$ cat src/rtl/fifo_port_scheduler_if.sv
// Bundles the writer, reader, status and FIFO-pin signals of fifo_port_scheduler.
// slave = scheduler side, master = clients plus the FIFO pins.
interface fifo_port_scheduler_if #(
    parameter int DEPTH_BITS = 5
);
    logic                  w0_valid;
    logic [5:0]            w0_data;
    logic                  w0_ready;
    logic                  w1_valid;
    logic [5:0]            w1_data;
    logic                  w1_ready;
    logic                  rd_req;
    logic                  rd_ack;
    logic                  rd_valid;
    logic [5:0]            rd_data;
    logic                  flush;
    logic [DEPTH_BITS:0]   count;
    logic                  err;
    logic [6:0]            fifo_ctl;
    logic                  fifo_empty_n;
    logic [5:0]            fifo_dout;

    modport slave (
        input  w0_valid, w0_data, w1_valid, w1_data, rd_req, flush,
               fifo_empty_n, fifo_dout,
        output w0_ready, w1_ready, rd_ack, rd_valid, rd_data, count, err, fifo_ctl
    );

    modport master (
        output w0_valid, w0_data, w1_valid, w1_data, rd_req, flush,
               fifo_empty_n, fifo_dout,
        input  w0_ready, w1_ready, rd_ack, rd_valid, rd_data, count, err, fifo_ctl
    );
endinterface

$ cat src/rtl/fifo_port_scheduler.sv
// Round-robin W0/W1/RD sharing of one FIFO command bus; grants are same-cycle, pop data 1 cycle later.
// Writers stall while count==DEPTH, reader stalls while count==0; flush costs a 2-cycle outage.
module fifo_port_scheduler #(
    parameter int DEPTH_BITS = 5
) (
    input  logic                  clk,
    input  logic                  reset,
    fifo_port_scheduler_if.slave  bus
);
    typedef enum logic { S_CLEAR = 1'b0, S_RUN = 1'b1 } state_t;
    typedef enum logic [1:0] { P_W0 = 2'd0, P_W1 = 2'd1, P_RD = 2'd2 } slot_t;

    localparam logic [DEPTH_BITS:0] DEPTH    = {1'b1, {DEPTH_BITS{1'b0}}};
    localparam logic [6:0]          CODE_POP = 7'b0000110;
    localparam logic [6:0]          CODE_IDL = 7'b0000010;
    localparam logic [6:0]          CODE_CLR = 7'b0000000;

    state_t              state, state_nxt;
    slot_t               rr, rr_nxt;
    logic [DEPTH_BITS:0] count;
    logic                err;
    logic                rd_valid;
    logic [5:0]          rd_data;
    logic                run;
    logic                el_w0, el_w1, el_rd;
    logic                g_w0, g_w1, g_rd;
    logic [6:0]          ctl;

    // Grants only while running and not being torn down by flush/reset.
    assign run   = (state == S_RUN) && !bus.flush && !reset;
    assign el_w0 = run && bus.w0_valid && (count < DEPTH);
    assign el_w1 = run && bus.w1_valid && (count < DEPTH);
    assign el_rd = run && bus.rd_req   && (count != '0);

    always_comb begin
        state_nxt = state;
        rr_nxt    = rr;
        g_w0      = 1'b0;
        g_w1      = 1'b0;
        g_rd      = 1'b0;
        ctl       = CODE_IDL;

        case (rr)
            P_W0: begin
                if (el_w0)      g_w0 = 1'b1;
                else if (el_w1) g_w1 = 1'b1;
                else if (el_rd) g_rd = 1'b1;
            end
            P_W1: begin
                if (el_w1)      g_w1 = 1'b1;
                else if (el_rd) g_rd = 1'b1;
                else if (el_w0) g_w0 = 1'b1;
            end
            default: begin
                if (el_rd)      g_rd = 1'b1;
                else if (el_w0) g_w0 = 1'b1;
                else if (el_w1) g_w1 = 1'b1;
            end
        endcase

        if (g_w0)      rr_nxt = P_W1;
        else if (g_w1) rr_nxt = P_RD;
        else if (g_rd) rr_nxt = P_W0;

        if (!run)      ctl = CODE_CLR;
        else if (g_w0) ctl = {bus.w0_data, 1'b1};
        else if (g_w1) ctl = {bus.w1_data, 1'b1};
        else if (g_rd) ctl = CODE_POP;

        case (state)
            S_CLEAR: begin
                state_nxt = S_RUN;
                rr_nxt    = P_W0;
            end
            default: begin
                if (bus.flush) begin
                    state_nxt = S_CLEAR;
                    rr_nxt    = P_W0;
                end
            end
        endcase
    end

    always_ff @(posedge clk) begin
        if (reset) begin
            state <= S_CLEAR;
            rr    <= P_W0;
        end else begin
            state <= state_nxt;
            rr    <= rr_nxt;
        end
    end

    // count tracks the FIFO commit at the same edge, so the empty-flag cross-check is exact.
    always_ff @(posedge clk) begin
        if (reset) begin
            count    <= '0;
            err      <= 1'b0;
            rd_valid <= 1'b0;
            rd_data  <= '0;
        end else begin
            rd_valid <= g_rd;
            if (g_rd) rd_data <= bus.fifo_dout;
            if (state == S_CLEAR || bus.flush) begin
                count <= '0;
                err   <= 1'b0;
            end else begin
                if (g_w0 || g_w1) count <= count + 1'b1;
                else if (g_rd)    count <= count - 1'b1;
                if ((count != '0) != bus.fifo_empty_n) err <= 1'b1;
            end
        end
    end

    assign bus.w0_ready = g_w0;
    assign bus.w1_ready = g_w1;
    assign bus.rd_ack   = g_rd;
    assign bus.rd_valid = rd_valid;
    assign bus.rd_data  = rd_data;
    assign bus.count    = count;
    assign bus.err      = err;
    assign bus.fifo_ctl = ctl;
endmodule

$ cat src/flat_wrapper.sv
// flat-port wrapper written by rule: the top's interface ports become plain ports
module fifo_port_scheduler_flat 
#(
    parameter int DEPTH_BITS = 5
)
  (clk, reset, bus_w0_valid, bus_w0_data, bus_w1_valid, bus_w1_data, bus_rd_req, bus_flush, bus_fifo_empty_n, bus_fifo_dout, bus_w0_ready, bus_w1_ready, bus_rd_ack, bus_rd_valid, bus_rd_data, bus_count, bus_err, bus_fifo_ctl);
  fifo_port_scheduler_if #(.DEPTH_BITS(DEPTH_BITS)) bus_i ();
  input  logic clk;
  input  logic reset;
  input wire logic [$bits(bus_i.w0_valid)-1:0] bus_w0_valid;
  input wire logic [$bits(bus_i.w0_data)-1:0] bus_w0_data;
  input wire logic [$bits(bus_i.w1_valid)-1:0] bus_w1_valid;
  input wire logic [$bits(bus_i.w1_data)-1:0] bus_w1_data;
  input wire logic [$bits(bus_i.rd_req)-1:0] bus_rd_req;
  input wire logic [$bits(bus_i.flush)-1:0] bus_flush;
  input wire logic [$bits(bus_i.fifo_empty_n)-1:0] bus_fifo_empty_n;
  input wire logic [$bits(bus_i.fifo_dout)-1:0] bus_fifo_dout;
  output wire logic [$bits(bus_i.w0_ready)-1:0] bus_w0_ready;
  output wire logic [$bits(bus_i.w1_ready)-1:0] bus_w1_ready;
  output wire logic [$bits(bus_i.rd_ack)-1:0] bus_rd_ack;
  output wire logic [$bits(bus_i.rd_valid)-1:0] bus_rd_valid;
  output wire logic [$bits(bus_i.rd_data)-1:0] bus_rd_data;
  output wire logic [$bits(bus_i.count)-1:0] bus_count;
  output wire logic [$bits(bus_i.err)-1:0] bus_err;
  output wire logic [$bits(bus_i.fifo_ctl)-1:0] bus_fifo_ctl;
  assign bus_i.w0_valid = bus_w0_valid;
  assign bus_i.w0_data = bus_w0_data;
  assign bus_i.w1_valid = bus_w1_valid;
  assign bus_i.w1_data = bus_w1_data;
  assign bus_i.rd_req = bus_rd_req;
  assign bus_i.flush = bus_flush;
  assign bus_i.fifo_empty_n = bus_fifo_empty_n;
  assign bus_i.fifo_dout = bus_fifo_dout;
  assign bus_w0_ready = bus_i.w0_ready;
  assign bus_w1_ready = bus_i.w1_ready;
  assign bus_rd_ack = bus_i.rd_ack;
  assign bus_rd_valid = bus_i.rd_valid;
  assign bus_rd_data = bus_i.rd_data;
  assign bus_count = bus_i.count;
  assign bus_err = bus_i.err;
  assign bus_fifo_ctl = bus_i.fifo_ctl;
  fifo_port_scheduler #(.DEPTH_BITS(DEPTH_BITS)) u_core (.clk(clk), .reset(reset), .bus(bus_i));
endmodule
$ cat config.mk
export PLATFORM = sky130hd
export DESIGN_NAME = fifo_port_scheduler_flat
export DESIGN_NICKNAME = d
export VERILOG_FILES = /design/src/rtl/fifo_port_scheduler_if.sv /design/src/rtl/fifo_port_scheduler.sv /design/src/flat_wrapper.sv
export SDC_FILE = /design/constraint.sdc
export NUM_CORES = 1
export LEC_CHECK = 0
export CAP_MARGIN = 25
export CORE_ASPECT_RATIO = 0.7
export CORE_MARGIN = 2
export CORE_UTILIZATION = 37
export CTS_CLUSTER_SIZE = 40
export DETAILED_ROUTE_END_ITERATION = 8
export GPL_ROUTABILITY_DRIVEN = 0
export PLACE_DENSITY_LB_ADDON = 0.08
export RECOVER_POWER = 25
export SLEW_MARGIN = 30
export SYNTH_ARGS = -nofsm -noshare
export SYNTH_HDL_FRONTEND = slang
export SYNTH_SLANG_ARGS = --single-unit
export TNS_END_PERCENT = 10
$ cat constraint.sdc
create_clock -name clk -period 2.6 [get_ports clk]
set_input_delay 0.65 -clock clk [delete_from_list [all_inputs] [get_ports clk]]
set_output_delay 0.65 -clock clk [all_outputs]
set_load 0.01 [all_outputs]
==> results.yml <==
run_status:
  outcome: "complete, but fails checks"
  failed_checks: "negative setup slack"
routing:
  num_vias: 1284
  totalWireLength_um: 3411
  ant_nets: 0
  wl_per_cell_um: 13.70
  first_iter_violations: 56
  drc: 0
  routed_via_density: 5.157
  drtPass1Iterations: 4
clocking:
  clk_latency_ns: 0.26
  numCtsBuffers: 3
  clk_path_buf_depth: 2
  cts_sinks: 17
  postCtsHoldBufs: 0
  cts-root-buf: "clkbuf_8"
  htreeDepth: 1
  cts_tree: "yes"
  path_clk_slew_ns: 0.07
logic_synthesis:
  async_reset_ff_frac: 0
  postSynthAreaPerCell_um2: 8.868
  ys.flop_type: "dfxtp_1"
  synth_edf_count: 0
  synth.net_count: 152
  synth_cell_types: 51
  yosysTopAreaCell: "dfxtp_1"
  ys_warn_count: 0
  ys_seq_area_frac: 0.3046
  synth_top_cells_by_area: "dfxtp_1, mux2i_1, nor2_1, buf_6, nand2_1"
  synth_top_area_frac: 0.3046
  synthCells: 126
  mappedNetlistArea_um2: 1117
  synth_seq_cells: 17
timing:
  rsz0062_at_grt: "yes"
  max_freq_ghz: 0.3521
  min_period_over_period: 1.092
  fin_ws_ns: -0.2400
  fin_setup_tns_ns: -1.776
  max_slew.worst_pin.slew_ns: 0.3395
  skew_ns: 0.0009344
  hold_viol: 0
  period_needed_ns: 2.840
  setup_viol: 11
  slew_headroom: 0.7713
  slew_viol_final: 0
global_routing:
  grt_use_total: 0.2041
  grt_max_degree: 13
  grt.met3_usage: 0.06135
  grt_use_met1: 0.2691
  grtUsageMet2: 0.3285
  busiest_layer: "met2"
  antenna_found_initial: 0
  grt_overflow: 0
  grt_pass1_vias: 1258
  grt_pass1_wl_um: 5671
power:
  power_density_nw_per_um2: 298.2
  power_uw: 600.8
  irDropWorstVdd_v: 0.0003096
  cellLeakagePower_uw: 0.0009328
floorplan:
  initial_core_util: 0.3930
  pin_count: 49
  die_area_um2: 3482
  row_count: 16
  chipHeight_um: 49.98
  die_w_um: 69.68
  core-area_um2: 2843
placed_design:
  dpl.hpwl_um: 2547
  post-place-ws_ns: -1.023
  portBuffers: 48
worst_setup_path:
  r2r_slack_ns: -0.14
  crit_type: "in2reg"
  cp_cell_sequence: "buf_8 -> or4b_4 -> nor4b_4 -> a21oi_4 -> buf_6 -> nand2b_4 -> buf_6 -> xnor2_2 -> ha_2 -> nor2_4 -> nand2_2 -> nor3_2 -> or4_1 -> nand3_2"
  rr_startpoint: "u_core.bus.count[5]"
  startpoint_type: "primary input"
  cp_max_fo: 4
  crit_required_ns: 2.80
  rr_worst_depth: 13
  r2r-end: "u_core.bus.count[4]"
  max_stage_delay_ns: 0.56
  slowest_stage: "or4b_4"
  crit_path_end_kind: "flip-flop"
  worstPathArrival_ns: 3.04
  path_common_cell: "buf_6"
hold_path:
  holdPathEnd: "u_core.bus.err"
  min_path_type: "reg2reg"
  hold_path.startpoint: "u_core.bus.err"
  hold_depth: 2
layout:
  synthToLayoutAreaGrowth_pct: 80.29
  num-fill-cells: 223
  drive_gt1_frac: 0.3803
  layout.nets: 240
  diodes: 0
flow_run:
  maxCapViolCount: 0
==> cells in the mapped netlist, types with 3 or more instances <==
master / instances
nand2_1: 10
o22ai_1: 3
dfxtp_1: 17
a22o_1: 4
o21ai_0: 3
buf_6: 4
a21oi_1: 3
nor3_1: 4
nand3_1: 5
mux2i_1: 7
nor2_1: 18
==> critical path, delay by kind of cell <==
kind            cells  cell delay [ns]
compound gates      1             0.07
fa+ha+maj           1             0.24
buf+inv             3             0.33
xor+xnor            1             0.10
simple gates        8             1.66
==> placed cells by master, fill, tap and decap left out, types with 2 or more instances in the layout <==
cell             instances
a211o_1                  2
a21oi_1                  3
a22o_1                   4
and3_2                   2
buf_2                    8
buf_4                   35
buf_6                    6
buf_8                    2
clkbuf_8                 3
clkdlybuf4s50_1         33
dfxtp_1                 17
dlygate4sd2_1            2
inv_1                    2
mux2i_1                  7
nand2_1                  9
nand3_1                  3
nand3_2                  2
nor2_1                  17
nor3_1                   3
nor3b_1                  2
nor3b_4                  2
o21ai_0                  2
o21ai_1                  3
o22ai_1                  3
or3_1                    2
or3_4                    2
==> final cells by class <==
class	count	area, µm²	area share
sequential	17	340.3	0.1689
tap	36	45.04	0.02236
multi-input combinational	100	793.3	0.3938
clock buffer	3	41.29	0.02050
timing repair buffer	89	775.7	0.3851
inverter	3	11.26	0.005590
clock inverter	1	7.507	0.003727
==> power by group <==
part           internal, µW  switching, µW
sequential              262           1.33
clock                   108            101
combinational          78.8           49.3
==> flip-flops by register name, indices dropped and copies added, names as in the netlist <==
register and cells:
u_core.state 1, u_core.bus.rd_data 6, u_core.bus.rd_valid 1, u_core.bus.err 1, u_core.rr 2, u_core.bus.count 6
==> cell families after synthesis <==
| group | synth area share |
|---|---|
| AND/OR/NAND/NOR | 0.3247 |
| AO/OA/AOI/OAI | 0.2139 |
| flip-flops | 0.3046 |
| buffers and inverters | 0.06718 |
| multiplexers | 0.06271 |
| XOR/XNOR | 0.01568 |
| adder cells (fa/ha/maj) | 0.01120 |
==> through the flow <==
step,util,cell area [µm²],hold WS [ns],instances
after detailed placement,0.6496,1847,0.4637,235
final,0.7086,2014,0.4791,249
after global placement,0.6496,1847,0.4602,235
after global routing,0.7086,2014,0.5192,249
after CTS,0.6981,1984,0.4919,246
after floorplan,-,1152,0.4510,126
==> worst max-delay path by stage <==
stage                    from  slack (ns)                   to  depth (start not counted)
finish                  reset       -0.24  u_core.bus.count[4]                         14
global route            reset       -0.30  u_core.bus.count[2]                         14
CTS                 bus_flush       -0.24  u_core.bus.count[4]                         14
detailed placement      reset       -1.02      bus_fifo_ctl[2]                          8
global placement        reset        -1.0      bus_fifo_ctl[2]                          8
floorplan               reset       -0.12  u_core.bus.count[4]                         11
==> routing by layer <==
metal  part of all wire  vias up  routed length (µm)
li1                   -      643                   -
met1               0.47      605                1604
met2               0.46       31                1579
met3              0.060        5                 205
met4             0.0062        0                  21
met5                  0        -                   0
==> timing repair <==
action	4_1_cts	5_1_grt
setup buffers	6	3
setup endpoints to repair	13	12
gates resized for setup	65	8
gates cloned	1	0
hold endpoints to repair	0	0
pin swaps	14	9
Power figures use the tool's default switching activity.
